--- src/rtl/proc_mem_arbiter_pkg.sv ---
// Shared types and constants for the imem/dmem memory-port arbiter:
// 4B memory message structs, requester IDs and arbitration modes.
package proc_mem_arbiter_pkg;

    typedef struct packed {
        logic [2:0]  type_;
        logic [7:0]  opaque;
        logic [31:0] addr;
        logic [1:0]  len;
        logic [31:0] data;
    } mem_req_4B_t;

    typedef struct packed {
        logic [2:0]  type_;
        logic [7:0]  opaque;
        logic [1:0]  test;
        logic [1:0]  len;
        logic [31:0] data;
    } mem_resp_4B_t;

    typedef logic proc_mem_arb_id_t;

    localparam proc_mem_arb_id_t PROC_MEM_ARB_IMEM = 1'b0;
    localparam proc_mem_arb_id_t PROC_MEM_ARB_DMEM = 1'b1;

    localparam int unsigned PROC_MEM_ARB_MODE_RR    = 0;
    localparam int unsigned PROC_MEM_ARB_MODE_FIXED = 1;

    // A depth-1 queue still needs a one-bit pointer.
    function automatic int unsigned idq_ptr_width(input int unsigned depth);
        return (depth > 1) ? $clog2(depth) : 1;
    endfunction

endpackage

--- src/rtl/proc_mem_arbiter_idq.sv ---
// In-order FIFO of requester IDs, one entry per request in flight to memory.
// A push into a full queue or a pop from an empty one is ignored.
module proc_mem_arbiter_idq
    import proc_mem_arbiter_pkg::*;
#(
    parameter int unsigned p_depth = 4
)(
    input  logic             clk,
    input  logic             reset,
    input  logic             push_val,
    input  proc_mem_arb_id_t push_id,
    input  logic             pop_val,
    output logic             empty,
    output logic             full,
    output proc_mem_arb_id_t head,
    output logic [4:0]       count
);

    localparam int unsigned      PTR_W  = idq_ptr_width(p_depth);
    localparam logic [PTR_W-1:0] LAST   = PTR_W'(p_depth - 1);
    localparam logic [4:0]       DEPTH5 = 5'(p_depth);

    proc_mem_arb_id_t entries_q [p_depth];
    proc_mem_arb_id_t entries_d [p_depth];
    logic [PTR_W-1:0] head_ptr_q, head_ptr_d;
    logic [PTR_W-1:0] tail_ptr_q, tail_ptr_d;
    logic [4:0]       count_q, count_d;
    logic             do_push, do_pop;

    // Depth need not be a power of two, so wrap explicitly.
    function automatic logic [PTR_W-1:0] next_ptr(input logic [PTR_W-1:0] p);
        return (p == LAST) ? '0 : p + PTR_W'(1);
    endfunction

    assign empty   = (count_q == 5'd0);
    assign full    = (count_q == DEPTH5);
    assign head    = entries_q[head_ptr_q];
    assign count   = count_q;
    assign do_push = push_val && !full;
    assign do_pop  = pop_val && !empty;

    always_comb begin
        entries_d  = entries_q;
        head_ptr_d = head_ptr_q;
        tail_ptr_d = tail_ptr_q;
        count_d    = count_q;
        if (do_push) begin
            entries_d[tail_ptr_q] = push_id;
            tail_ptr_d            = next_ptr(tail_ptr_q);
        end
        if (do_pop) begin
            head_ptr_d = next_ptr(head_ptr_q);
        end
        case ({do_push, do_pop})
            2'b10:   count_d = count_q + 5'd1;
            2'b01:   count_d = count_q - 5'd1;
            default: count_d = count_q;
        endcase
    end

    always_ff @(posedge clk) begin
        if (!reset) begin
            head_ptr_q <= '0;
            tail_ptr_q <= '0;
            count_q    <= '0;
        end else begin
            head_ptr_q <= head_ptr_d;
            tail_ptr_q <= tail_ptr_d;
            count_q    <= count_d;
        end
        entries_q <= entries_d;
    end

endmodule

--- src/rtl/proc_mem_arbiter.sv ---
// Shares one 4B memory port between imem and dmem; requests pass through
// combinationally and an ID queue steers in-order responses back.
module proc_mem_arbiter
    import proc_mem_arbiter_pkg::*;
#(
    parameter int unsigned p_max_outstanding = 4,
    parameter int unsigned p_arb_mode        = 0
)(
    input  logic         clk,
    input  logic         reset,

    input  mem_req_4B_t  imem_req_msg,
    input  logic         imem_req_val,
    output logic         imem_req_rdy,

    input  mem_req_4B_t  dmem_req_msg,
    input  logic         dmem_req_val,
    output logic         dmem_req_rdy,

    output mem_req_4B_t  mem_req_msg,
    output logic         mem_req_val,
    input  logic         mem_req_rdy,

    input  mem_resp_4B_t mem_resp_msg,
    input  logic         mem_resp_val,
    output logic         mem_resp_rdy,

    output mem_resp_4B_t imem_resp_msg,
    output logic         imem_resp_val,
    input  logic         imem_resp_rdy,

    output mem_resp_4B_t dmem_resp_msg,
    output logic         dmem_resp_val,
    input  logic         dmem_resp_rdy,

    output logic [4:0]   num_outstanding
);

    proc_mem_arb_id_t rr_pref_q, rr_pref_d;
    proc_mem_arb_id_t id_head;
    proc_mem_arb_id_t push_id;
    logic             id_empty, id_full;
    logic             grant_dmem, grant_imem;
    logic             can_issue, req_fire, resp_fire, head_rdy;

    // Grant considers only valid requesters and never looks at the *_req_rdy outputs.
    always_comb begin
        if (p_arb_mode == PROC_MEM_ARB_MODE_FIXED) begin
            grant_dmem = dmem_req_val;
        end else if (imem_req_val && dmem_req_val) begin
            grant_dmem = (rr_pref_q == PROC_MEM_ARB_DMEM);
        end else begin
            grant_dmem = dmem_req_val;
        end
    end

    assign grant_imem   = imem_req_val && !grant_dmem;
    assign can_issue    = mem_req_rdy && !id_full;
    assign mem_req_val  = reset && (imem_req_val || dmem_req_val) && !id_full;
    assign mem_req_msg  = grant_dmem ? dmem_req_msg : imem_req_msg;
    assign imem_req_rdy = reset && grant_imem && can_issue;
    assign dmem_req_rdy = reset && grant_dmem && can_issue;
    assign req_fire     = mem_req_val && mem_req_rdy;
    assign push_id      = grant_dmem ? PROC_MEM_ARB_DMEM : PROC_MEM_ARB_IMEM;

    always_comb begin
        rr_pref_d = rr_pref_q;
        if (req_fire) begin
            rr_pref_d = grant_dmem ? PROC_MEM_ARB_IMEM : PROC_MEM_ARB_DMEM;
        end
    end

    always_ff @(posedge clk) begin
        if (!reset) begin
            rr_pref_q <= PROC_MEM_ARB_IMEM;
        end else begin
            rr_pref_q <= rr_pref_d;
        end
    end

    // Responses return in issue order, so the queue head names the owner.
    assign imem_resp_msg = mem_resp_msg;
    assign dmem_resp_msg = mem_resp_msg;
    assign imem_resp_val = reset && mem_resp_val && !id_empty && (id_head == PROC_MEM_ARB_IMEM);
    assign dmem_resp_val = reset && mem_resp_val && !id_empty && (id_head == PROC_MEM_ARB_DMEM);
    assign head_rdy      = (id_head == PROC_MEM_ARB_DMEM) ? dmem_resp_rdy : imem_resp_rdy;
    assign mem_resp_rdy  = reset && !id_empty && head_rdy;
    assign resp_fire     = mem_resp_val && mem_resp_rdy;

    proc_mem_arbiter_idq #(
        .p_depth (p_max_outstanding)
    ) idq (
        .clk      (clk),
        .reset    (reset),
        .push_val (req_fire),
        .push_id  (push_id),
        .pop_val  (resp_fire),
        .empty    (id_empty),
        .full     (id_full),
        .head     (id_head),
        .count    (num_outstanding)
    );

    resp_while_empty_a: assert property (@(posedge clk) disable iff (!reset)
        mem_resp_val |-> !id_empty);

endmodule
--- config.mk ---
export PLATFORM = sky130hd
export DESIGN_NAME = proc_mem_arbiter
export DESIGN_NICKNAME = d
export VERILOG_FILES = /design/src/rtl/proc_mem_arbiter_pkg.sv /design/src/rtl/proc_mem_arbiter_idq.sv /design/src/rtl/proc_mem_arbiter.sv
export SDC_FILE = /design/constraint.sdc
export NUM_CORES = 1
export LEC_CHECK = 0
export CAP_MARGIN = 5
export CORE_AREA = 2 2 152 154
export CTS_BUF_LIST = sky130_fd_sc_hd__clkbuf_4 sky130_fd_sc_hd__clkbuf_8
export CTS_CLUSTER_DIAMETER = 60
export DETAILED_ROUTE_END_ITERATION = 7
export DIE_AREA = 0 0 154 156
export PLACE_DENSITY = 0.53
export SLEW_MARGIN = 20
export SYNTH_ARGS = -nofsm -noshare
export SYNTH_HDL_FRONTEND = slang
export SYNTH_HIERARCHICAL = 1
export SYNTH_SLANG_ARGS = --single-unit
--- constraint.sdc ---
create_clock -name clk -period 2.9 [get_ports clk]
set_clock_uncertainty 0.1 [all_clocks]
set_input_delay 0.58 -clock clk [delete_from_list [all_inputs] [get_ports clk]]
set_output_delay 0.58 -clock clk [all_outputs]
set_load 0.05 [all_outputs]
==> flow_metrics.py <==
metrics = {
    "timing": {
        "fin_setup_tns_ns": 0,
        "grt_setup_unrepaired": "yes",
        "worstMarginPinSlew_ns": 0.518,
        "worst_slack_ns": 0.0992,
        "slew_headroom": 0.654,
        "setup_violations": 0,
        "fmax_mhz": 357,
        "drv_slew": 0,
        "post-route-period-util": 0.966,
        "period_needed_ns": 2.80,
        "hold_viol": 0,
    },
    "run": {
        "cap_violations": 0,
    },
    "drt": {
        "wl_per_cell_um": 18.4,
        "drc": 0,
        "drt_iter0_markers": 80,
        "ant_nets": 0,
        "routed_wl_um": 13600,
        "via_count": 2506,
        "viasPerCell": 3.39,
        "firstDrtPassIters": 4,
    },
    "global_route": {
        "grt_start_max_net_pins": 16,
        "grt_util_all_layers": 0.100,
        "antenna_found_initial": 0,
        "grt_first_pass_wirelength_um": 17700,
        "grt-ovfl-total": 0,
        "grt_pass1_vias": 2592,
    },
    "worst_setup_path": {
        "cp.required_ns": 2.98,
        "cpPeakStageDelay_ns": 0.57,
        "worst_setup_path_start_kind": "flop",
        "critPathMaxFanout": 6,
        "slowest_stage": "or4_4",
        "worst_setup_path_end_kind": "flop",
        "crit_family": "simple AND/OR/NAND/NOR gates",
        "path_class": "flop to flop",
        "path_buf_inv": 1,
        "crit_top_cell": "ha_4",
        "worst_ep_arrival_time_ns": 2.89,
        "worstPathCellList": "or4_4 > nor2_2 > nand3b_1 > nor2_1 > o21ai_4 > inv_1 > ha_4 > ha_4 > a21o_2 > a21oi_1 > or4b_4 > nand3_1",
    },
    "cells_and_area": {
        "nets": 675,
        "diodes": 0,
        "mostFrequentLayoutCell": "clkdlybuf4s50_1",
        "final_layout_size_suffix_gt1_frac": 0.470,
        "area_growth_pct": 105,
        "fillCellCount": 2428,
        "fin_cells": 740,
        "most-common-layout-cells": "clkdlybuf4s50_1 (164), mux2_2 (65), buf_4 (61)",
    },
    "pwr": {
        "power_switching_share": 0.428,
        "powerDensity_nw_per_um2": 284,
        "internal-power_uw": 850,
        "p_switching_uw": 637,
        "p_seq_frac": 0.140,
        "p_leak_uw": 0.00215,
        "peakVddDrop_mv": 0.194,
        "clockPowerShare": 0.129,
        "pwr-share-comb": 0.731,
    },
    "place": {
        "place_ws_ns": -0.156,
        "placedCellCount": 729,
        "hpwl_um": 11500,
        "numPortBuffers": 249,
        "place_congestion": 0.765,
    },
    "die": {
        "fp.dieH_um": 156,
        "die_w_um": 154,
        "die-area_um2": 24000,
        "core-area_um2": 22400,
        "start_util": 0.114,
        "fp-row-count": 55,
        "ioPinCount": 391,
    },
    "clock_network": {
        "htreeDepth": 1,
        "cts_buffers": 3,
        "ctsHoldBuffers": 0,
        "cts.sinks": 14,
        "cts-root-buf": "clkbuf_8",
        "cts_tree": "built",
        "cts_max_path_buffers": 2,
        "path_clk_slew_ns": 0.06,
        "insertion_delay_ns": 0.25,
    },
    "synth": {
        "yosysWarnings": 6,
        "syn-cell-area_um2": 2550,
        "ys_seq_area_frac": 0.126,
        "synth-simple-area-share": 0.0873,
        "synth_compound_area_frac": 0.0383,
        "synthXorXnorAreaFrac": 0.00687,
        "synth.area.mux_share": 0.372,
        "synth_edf_count": 4,
        "synthFlopType": "dfxtp_1",
        "ys_ff_latch": 14,
        "synth_top_family_by_area": "multiplexers",
        "synth_cell_types": 36,
        "synth_fa_ha_area_frac": 0.0520,
        "synthCells": 273,
        "avgSynthCellArea_um2": 9.35,
        "async_reset_ff_frac": 0,
        "syn-num-nets": 492,
    },
    "outcome": {
        "status": "complete, no violations",
    },
    "min_path": {
        "hold_path.class": "flop to flop",
    },
}
-- Yosys cell counts (2+ instances only) --
cell      number  area share
nor2b_1        5       0.012
buf_4        100        0.29
clkbuf_1       2      0.0029
inv_1          7       0.010
xnor2_1        2      0.0069
nor2_1         8       0.012
edfxtp_1       4       0.047
mux2_2        69        0.30
mux2_1         8       0.035
o21ai_4        2       0.013
a21oi_1        4      0.0078
and2_1         8       0.020
nor3_1         2      0.0039
ha_1           9       0.044
nand3_1        3      0.0059
nand2_1        5      0.0074
dfxtp_1       10       0.078
mux2i_1        6       0.024
buf_6          2      0.0088
-- path summary, 6_finish.rpt --
check                             startpoint            to  slack (ns)  cells after the start
worst max-delay path            idq/count[0]  idq/count[3]         0.1                     12
worst min-delay path            idq/count[4]  idq/count[4]        0.41                      2
worst max register to register  idq/count[0]  idq/count[3]         0.1                     12
worst min register to register  idq/count[4]  idq/count[4]        0.41                      2
-- registers in the layout (all words and copies together), names as in the netlist --
name and count:
idq/count 5, idq/entries_q 4, idq/head_ptr_q 2, idq/tail_ptr_q 2, rr_pref_q 1
-- through the flow --
step	cell area [um^2]	power [uW]	hold WS, ns	utilization
floorplan	2640	1100	0.385	-
global placement	4830	1220	0.400	0.216
detailed placement	4830	1220	0.402	0.216
CTS	5060	1470	0.414	0.226
global route	5240	1560	0.464	0.234
finish	5240	1490	0.407	0.234
-- power groups by stage --
stage / clock [uW] / combinational (uW) / sequential (uW)
2_1_floorplan: 0 / 883 / 221
3_3_place_gp: 0 / 1010 / 213
3_5_place_dp: 0 / 1010 / 213
4_1_cts: 201 / 1060 / 209
5_1_grt: 213 / 1130 / 209
6_report: 191 / 1090 / 209
-- metal layers --
metal,track usage,up-vias,wire length [um]
met4,0.0218,0,276
met5,0,-,0
met2,0.183,172,6980
met3,0.0400,21,1520
met1,0.109,1109,4810
li1,-,1204,-
-- worst reg2reg max path: cells and delay by family (launching register included) --
| kind | cells | cell delay (ns) |
|---|---|---|
| buffers and inverters | 1 | 0.10 |
| and+or+nand+nor | 6 | 1.48 |
| adders and majority gates | 2 | 0.47 |
| AOI/OAI and AO/OA | 3 | 0.24 |
| DFF | 1 | 0.34 |
-- repair_timing --
item,CTS,global route
buffers inserted,2,0
setup endpoints to repair,23,51
cloned,2,3
pin swaps,1,0
resized for setup,28,27
-- area by class of cell --
| class | instances | area, um^2 | share of cell area |
|---|---|---|---|
| multi-input cells | 147 | 1530 | 0.291 |
| clock buffers | 4 | 55.1 | 0.0105 |
| well taps | 285 | 357 | 0.0680 |
| repair buffers | 282 | 2940 | 0.560 |
| inverters | 8 | 30.0 | 0.00573 |
| flip-flops and latches | 14 | 338 | 0.0644 |
-- kinds of logic after synthesis --
logic type	count (synthesis)
xor+xnor	2
fa+ha+maj	10
flops	14
simple gates	39
buf+inv	112
compound gates	12
mux	84
(Power assumes the default switching activity.)
